**config.mk**
```make
export PLATFORM = sky130hd
export DESIGN_NAME = data_mem_arbiter_flat
export DESIGN_NICKNAME = d
export VERILOG_FILES = /design/src/rtl/data_mem_arbiter_if.sv /design/src/rtl/data_mem_arbiter.sv /design/src/flat_wrapper.sv
export SDC_FILE = /design/constraint.sdc
export NUM_CORES = 1
export LEC_CHECK = 0
export CAP_MARGIN = 20
export CORE_UTILIZATION = 30
export CTS_BUF_LIST = sky130_fd_sc_hd__clkbuf_8
export CTS_CLUSTER_DIAMETER = 200
export DETAILED_ROUTE_END_ITERATION = 16
export PLACE_DENSITY_LB_ADDON = 0.12
export SLEW_MARGIN = 20
export SYNTH_ARGS = -nofsm -noshare
export SYNTH_HDL_FRONTEND = slang
export SYNTH_SLANG_ARGS = --single-unit
```
**constraint.sdc**
```tcl
create_clock -name clk50m -period 2.37 [get_ports clk50m]
set_input_delay 0.3555 -clock clk50m [delete_from_list [all_inputs] [get_ports clk50m]]
set_output_delay 0.3555 -clock clk50m [all_outputs]
set_load 0.05 [all_outputs]
```
**src/rtl/data_mem_arbiter_if.sv**
```systemverilog
// data_mem_arbiter_if: two requester ports (m0 CPU, m1 loader) plus the data_mem bus
// slave  : arbiter side (takes m0_*/m1_* requests and mem_dout; drives grants, rvalid, rdata, mem_*)
// master : requester/memory side (mirror image)
interface data_mem_arbiter_if #(
  parameter int AW = 15,
  parameter int DW = 16
);
  logic          m0_req, m0_we, m0_lock, m0_gnt, m0_rvalid;
  logic [AW-1:0] m0_addr;
  logic [DW-1:0] m0_wdata;
  logic          m1_req, m1_we, m1_lock, m1_gnt, m1_rvalid;
  logic [AW-1:0] m1_addr;
  logic [DW-1:0] m1_wdata;
  logic [DW-1:0] rdata, mem_din, mem_dout;
  logic          mem_we;
  logic [AW-1:0] mem_addr;
  modport slave (
    input  m0_req, m0_we, m0_lock, m0_addr, m0_wdata,
    input  m1_req, m1_we, m1_lock, m1_addr, m1_wdata, mem_dout,
    output m0_gnt, m0_rvalid, m1_gnt, m1_rvalid, rdata, mem_we, mem_addr, mem_din
  );
  modport master (
    output m0_req, m0_we, m0_lock, m0_addr, m0_wdata,
    output m1_req, m1_we, m1_lock, m1_addr, m1_wdata, mem_dout,
    input  m0_gnt, m0_rvalid, m1_gnt, m1_rvalid, rdata, mem_we, mem_addr, mem_din
  );
endinterface

```
**src/rtl/data_mem_arbiter.sv**
```systemverilog
// data_mem_arbiter: round-robin arbiter with bounded bus lock sharing data_mem between m0 and m1
// clk50m/rst : clock, async active-high reset
// bus        : slave modport carrying both requester ports and the data_mem bus
module data_mem_arbiter #(
  parameter int AW       = 15,
  parameter int DW       = 16,
  parameter int MAX_HOLD = 8
) (
  input logic               clk50m,
  input logic               rst,
  data_mem_arbiter_if.slave bus
);
  localparam int HW = $clog2(MAX_HOLD + 1);
  typedef enum logic [1:0] {IDLE, OWN0, OWN1} state_t;
  state_t        state_q, state_d;
  logic          last_q, last_d;
  logic [HW-1:0] hold_q, hold_d;
  logic [1:0]    rv_q;
  logic [1:0]    req, we, lock, gnt;
  logic          own, o, forced, arb, w, g;
  assign req  = {bus.m1_req, bus.m0_req};
  assign we   = {bus.m1_we, bus.m0_we};
  assign lock = {bus.m1_lock, bus.m0_lock};
  // An unlocked owner cycle is arbitrated like IDLE, except the owner keeps priority on a tie;
  // a locked owner yields only once it has held the bus MAX_HOLD cycles and the other side waits.
  always_comb begin
    own     = state_q != IDLE;
    o       = state_q == OWN1;
    forced  = own && lock[o] && hold_q >= HW'(MAX_HOLD) && req[~o];
    arb     = !own || !lock[o];
    w       = arb ? (&req ? (own ? o : ~last_q) : req[1]) : (forced ? ~o : o);
    g       = arb ? |req : (forced || req[o]);
    gnt     = {g && w, g && !w} & {2{!rst}};
    last_d  = g ? w : last_q;
    state_d = (arb || forced) ? ((g && lock[w]) ? (w ? OWN1 : OWN0) : IDLE) : state_q;
    hold_d  = (arb || forced) ? HW'(g && lock[w]) :
              (hold_q == HW'(MAX_HOLD) ? hold_q : hold_q + HW'(1));
  end
  always_ff @(posedge clk50m or posedge rst) begin
    if (rst) begin
      state_q <= IDLE;
      last_q  <= 1'b1;
      hold_q  <= '0;
      rv_q    <= '0;
    end else begin
      state_q <= state_d;
      last_q  <= last_d;
      hold_q  <= hold_d;
      rv_q    <= gnt & ~we;
    end
  end
  assign bus.m0_gnt    = gnt[0];
  assign bus.m1_gnt    = gnt[1];
  assign bus.m0_rvalid = rv_q[0];
  assign bus.m1_rvalid = rv_q[1];
  assign bus.rdata     = bus.mem_dout;
  assign bus.mem_we    = |(gnt & we);
  assign bus.mem_addr  = gnt[1] ? bus.m1_addr : (gnt[0] ? bus.m0_addr : '0);
  assign bus.mem_din   = gnt[1] ? bus.m1_wdata : (gnt[0] ? bus.m0_wdata : '0);
endmodule
```
**src/flat_wrapper.sv**
```systemverilog
// flat-port wrapper written by rule: the top's interface ports become plain ports
module data_mem_arbiter_flat 
#(
  parameter int AW       = 15,
  parameter int DW       = 16,
  parameter int MAX_HOLD = 8
)
  (clk50m, rst, bus_m0_req, bus_m0_we, bus_m0_lock, bus_m0_addr, bus_m0_wdata, bus_m1_req, bus_m1_we, bus_m1_lock, bus_m1_addr, bus_m1_wdata, bus_mem_dout, bus_m0_gnt, bus_m0_rvalid, bus_m1_gnt, bus_m1_rvalid, bus_rdata, bus_mem_we, bus_mem_addr, bus_mem_din);
  data_mem_arbiter_if #(.AW(AW), .DW(DW)) bus_i ();
  input logic clk50m;
  input logic rst;
  input wire logic [$bits(bus_i.m0_req)-1:0] bus_m0_req;
  input wire logic [$bits(bus_i.m0_we)-1:0] bus_m0_we;
  input wire logic [$bits(bus_i.m0_lock)-1:0] bus_m0_lock;
  input wire logic [$bits(bus_i.m0_addr)-1:0] bus_m0_addr;
  input wire logic [$bits(bus_i.m0_wdata)-1:0] bus_m0_wdata;
  input wire logic [$bits(bus_i.m1_req)-1:0] bus_m1_req;
  input wire logic [$bits(bus_i.m1_we)-1:0] bus_m1_we;
  input wire logic [$bits(bus_i.m1_lock)-1:0] bus_m1_lock;
  input wire logic [$bits(bus_i.m1_addr)-1:0] bus_m1_addr;
  input wire logic [$bits(bus_i.m1_wdata)-1:0] bus_m1_wdata;
  input wire logic [$bits(bus_i.mem_dout)-1:0] bus_mem_dout;
  output wire logic [$bits(bus_i.m0_gnt)-1:0] bus_m0_gnt;
  output wire logic [$bits(bus_i.m0_rvalid)-1:0] bus_m0_rvalid;
  output wire logic [$bits(bus_i.m1_gnt)-1:0] bus_m1_gnt;
  output wire logic [$bits(bus_i.m1_rvalid)-1:0] bus_m1_rvalid;
  output wire logic [$bits(bus_i.rdata)-1:0] bus_rdata;
  output wire logic [$bits(bus_i.mem_we)-1:0] bus_mem_we;
  output wire logic [$bits(bus_i.mem_addr)-1:0] bus_mem_addr;
  output wire logic [$bits(bus_i.mem_din)-1:0] bus_mem_din;
  assign bus_i.m0_req = bus_m0_req;
  assign bus_i.m0_we = bus_m0_we;
  assign bus_i.m0_lock = bus_m0_lock;
  assign bus_i.m0_addr = bus_m0_addr;
  assign bus_i.m0_wdata = bus_m0_wdata;
  assign bus_i.m1_req = bus_m1_req;
  assign bus_i.m1_we = bus_m1_we;
  assign bus_i.m1_lock = bus_m1_lock;
  assign bus_i.m1_addr = bus_m1_addr;
  assign bus_i.m1_wdata = bus_m1_wdata;
  assign bus_i.mem_dout = bus_mem_dout;
  assign bus_m0_gnt = bus_i.m0_gnt;
  assign bus_m0_rvalid = bus_i.m0_rvalid;
  assign bus_m1_gnt = bus_i.m1_gnt;
  assign bus_m1_rvalid = bus_i.m1_rvalid;
  assign bus_rdata = bus_i.rdata;
  assign bus_mem_we = bus_i.mem_we;
  assign bus_mem_addr = bus_i.mem_addr;
  assign bus_mem_din = bus_i.mem_din;
  data_mem_arbiter #(.AW(AW), .DW(DW), .MAX_HOLD(MAX_HOLD)) u_core (.clk50m(clk50m), .rst(rst), .bus(bus_i));
endmodule
```
# [Word-level counts from Yosys, hierarchy flattened]
# Cells that the tools add are included.
[totals] out_inout_bits=52 inputBits=86 regBits=9 word_cells=56
[classes] n_bitwise=6 n_eq_ne=3 n_lt_le_gt_ge=4 addsub=1 n_reduce_logical=17 muxes=21
[ops] operator="2-to-1 mux 16 bit" count=2
[ops] operator="2-to-1 mux 15 bit" count=2
[ops] operator="2-to-1 mux 1 bit" count=13
[ops] operator="2-to-1 mux 4 bit" count=2
[ops] operator="AND 2 bit" count=3
[ops] operator="logical AND 1 bit" count=6
[ops] operator="less-than comparator 1 x 2 -> 1 bit (second input constant)" count=3
[ops] operator="adder 4 x 1 -> 4 bit (second input constant)" count=1
[ops] operator="equality test 4 bit (second input constant)" count=1
[ops] operator=">= comparator 4 bit (second input constant)" count=1
[ops] operator="logical NOT 1 bit" count=4
[ops] operator="2-to-1 mux 2 bit" count=2
[ops] operator="OR reduction 2 bit" count=2
[ops] operator="logical OR 1 bit" count=3
[ops] operator="equality test 2 bit (second input constant)" count=1
[ops] operator="!= test 2 x 1 -> 1 bit (second input constant)" count=1
[ops] operator="inverter 1 bit" count=2
[ops] operator="inverter 2 bit" count=1
[ops] operator="AND reduction 2 bit" count=1
[ops] operator="nonzero test 2 bit" count=1

# [Logic depth before layout (Yosys ltp)]
[depth] depth_word=13 ltp_mapped=6

# [Worst setup path before layout]
# No wires, ideal clock.
[synth_timing] path_kind="flip-flop to output port" startpoint="register u_core.state_q[0]" endpoint="output port bus_mem_addr[0]" required_ns=2.014 slack_ns=-0.059 stages_incl_launch_ff=6 t_arrival_ns=2.073 cell_sequence="dfrtp_1 > nand3b_4 > mux2i_1 > clkbuf_2 > o21ai_0 > a21oi_1"
[synth_between] elab_chain_cells=13 elab_cells_between_ends=27 classes_between="eq/ne: 1; mux: 13; bitwise: 2; reduce/logical: 11"
[synth_lines] item="from (decl)" line_no="data_mem_arbiter.sv:15" text="state_t state_q, state_d;"
[synth_lines] item="from (signal assigned)" line_no="data_mem_arbiter.sv:46" text="state_q <= state_d;"
[synth_lines] item="equality test 2 bit" line_no="data_mem_arbiter.sv:28" text="o = state_q == OWN1;"
[synth_lines] item="2-to-1 mux 1 bit (implied by the code) (2 in a row)" line_no="data_mem_arbiter.sv:29, data_mem_arbiter.sv:30"
[synth_lines] item="logical AND 1 bit (3 in a row)" line_no="data_mem_arbiter.sv:29" text="forced = own && lock[o] && hold_q >= HW'(MAX_HOLD) && req[~o];"
[synth_lines] item="2-to-1 mux 1 bit (2 in a row)" line_no="data_mem_arbiter.sv:31" text="w = arb ? (&req ? (own ? o : ~last_q) : req[1]) : (forced ? ~o : o);"
[synth_lines] item="logical NOT 1 bit" line_no="data_mem_arbiter.sv:33" text="gnt = {g && w, g && !w} & {2{!rst}};"
[synth_lines] item="logical AND 1 bit" line_no="data_mem_arbiter.sv:33"
[synth_lines] item="AND 2 bit (*)" line_no="data_mem_arbiter.sv:33"
[synth_lines] item="2-to-1 mux 15 bit" line_no="data_mem_arbiter.sv:58" text="assign bus.mem_addr = gnt[1] ? bus.m1_addr : (gnt[0] ? bus.m0_addr : '0);"
[synth_lines] item="2-to-1 mux 15 bit (*)" line_no="data_mem_arbiter.sv:58"
[synth_lines] item="to (decl)" line_no="flat_wrapper.sv:29" text="output wire logic [$bits(bus_i.mem_addr)-1:0] bus_mem_addr;"
# Every way passes the cells marked *; elsewhere a longest branch is shown, timed or not. The select of a mux whose other input is x is not followed.

# [Worst setup path in the final report]
[layout_timing] startpoint="register u_core.state_q[0]" endpoint="output port bus_mem_addr[8]"
# Same word-level chain as after synthesis.

==> flow_summary.ini <==
[outcome]
status = finished with violations
violations = negative setup slack

[setup_path]
cp.required_ns = 2.01
cp-start-kind = flop
crit_arrival_ns = 2.08
worstReg2RegStart = u_core.state_q[0]
cp-end-kind = output port
worstSetupStartpoint = u_core.state_q[0]
path_class = reg2out
cp_max_fo = 18

[sta]
setup_ws_ns = -0.0616
tightestPinTransition_ns = 0.546
rsz0062_at_grt = true
period_minus_slack_ns = 2.43
period_share = 1.03
finalSetupTns_ns = -0.0686
finalSetupViolCount = 2
hold_viol = 0
drv_slew = 0
max_freq_ghz = 0.411
finClkSkew_ns = 0.00199
relSlewSlack = 0.635

[yosys]
ys_seq_elements = 9
synthCells = 189
synth_cell_types = 33
yosysWarnings = 0
synth_nets = 277
syn_area_um2 = 1320
synth_area_per_cell_um2 = 6.96
ys_seq_area_frac = 0.172

[final_layout]
layout-drive-gt1-share = 0.393
utilization = 0.811
fin_area_um2 = 3340
most-common-layout-cells = 68 x clkdlybuf4s50_1, 43 x buf_12, 34 x nand3_1, 29 x o21ai_1, 21 x a21oi_2
final_common_cell = clkdlybuf4s50_1
fin_nets = 389
n_antenna_cell = 0
area_growth_pct = 154

[floorplanning]
core_um2 = 4120
rows = 23
io_pins = 138
die_h_um = 68.2
die_width_um = 68.2
die-area_um2 = 4660
start_util = 0.320

[global_routing]
grt_overflow = 0
grt_pass1_vias = 1850
track_usage = 0.259
antenna_found_initial = 0
grt_pass1_wl_mm = 9.00
grt_max_degree = 35

[place]
io_buffer_count = 105
pre_cts_slack_ns = -0.0931
place_area_um2 = 2870
gp_congestion = 0.820
hpwlAfterDp_mm = 4.13

[clock_network]
tritoncts = yes
clk_path_buf_depth = 2
cts_sinks = 9
insertion_delay_ns = 0.24
clk_pin_slew_ns = 0.05
root_buffer = clkbuf_8
cts_max_level = 1
cts-buffers-inserted = 3

[flow_run]
cap_violations = 0

[route]
drt_first_pass_iters = 4
vias_per_cell = 5.52
postRouteWirelength_mm = 6.79
drc = 0
antenna_left = 0
drt_iter0_markers = 45
vias = 1933
wl_per_cell_um = 19.4

[power_and_ir_drop]
p_per_area_nw_per_um2 = 561
vdd_drop_max_uv = 271
p_leak_nw = 1.32
p_total_w = 0.00187

[worst_hold_path]
hold_path.class = in2async
[path summary, 6_finish.rpt]
check | to | slack, ns | cells past startpoint
setup / recovery | bus_mem_addr[8] | -0.06 | 7
hold / removal | u_core.hold_q[1] | 0.54 | 3
setup reg to reg | u_core.rv_q[0] | 0.43 | 9
hold reg to reg | u_core.hold_q[2] | 0.58 | 2
max in group asynchronous | u_core.last_q | 1.62 | 3
min in group clk50m | u_core.state_q[0] | 0.57 | 3
[cell type report]
type,instances,area (µm²)
Sequential cell,9,229
Clock buffer,3,41.3
Multi-Input combinational cell,143,1090
Inverter,5,18.8
Timing Repair Buffer,139,1900
Fill cell,272,776
Clock inverter,1,3.75
Tap cell,50,62.6
[Yosys cell counts, drive strengths merged]
library cell   n  area share
nand3         34        0.13
o21ai         34        0.13
a21oi         33        0.13
buf           22        0.13
clkbuf        10       0.031
dfrtp          8        0.15
nor2           6       0.017
inv            5       0.014
nand2          5       0.014
mux2           3       0.029
mux2i          3       0.023
nor3           3       0.011
o211a          3       0.023
a211oi         2       0.011
a41o           2       0.015
ha             2       0.019
nand3b         2       0.021
or2            2      0.0095
xnor2          2       0.013
a31o           1      0.0067
a31oi          1      0.0095
and2           1      0.0048
and4bb         1      0.0095
dfstp          1       0.020
nor2b          1      0.0067
o311ai         1       0.020
o31a           1      0.0067
[layer usage]
metal	track usage	routed length, µm
met1	0.311	2630
met2	0.447	3500
met3	0.0733	460
met4	0.0625	204
met5	0	0
[metrics by stage]
step	instances	hold WS [ns]
floorplan	189	0.212
global placement	328	0.553
detailed placement	328	0.565
CTS	343	0.497
global route	350	0.589
finish	350	0.539
[critical path, cell delays in order, from the launching register on]
cell	delay, ns
dfrtp_2	0.44
buf_4	0.17
and4bb_2	0.34
a31o_2	0.19
buf_12	0.16
o21ai_0	0.13
a21oi_2	0.24
buf_12	0.16
[cell families after synthesis]
group,after synthesis,share of synthesized area
compound gates,78,0.347
simple gates,55,0.223
buf+inv,37,0.174
flops,9,0.172
mux,6,0.0513
xor+xnor,2,0.0133
fa+ha+maj,2,0.0190
[registers in the layout, summed over array words and instances, names as in the netlist]
name,flops
u_core.hold_q,4
u_core.state_q,2
u_core.last_q,1
u_core.rv_q,2
[where the power goes]
group | total [W] | internal, W | switching [W]
registers | 0.000199 | 0.000179 | 0.0000206
logic | 0.00150 | 0.000744 | 0.000754
clock network | 0.000176 | 0.000113 | 0.0000630
total | 0.00187 | 0.00104 | 0.000838
[repair_timing]
item | CTS | global route
cloned | 2 | 5
endpoints found under the hold margin | 0 | 0
hold buffers | 0 | 0
pin swaps | 1 | 4
setup endpoints to repair | 34 | 34
setup buffers | 9 | 2
gates resized for setup | 17 | 42
Power figures use the tool's default switching activity.
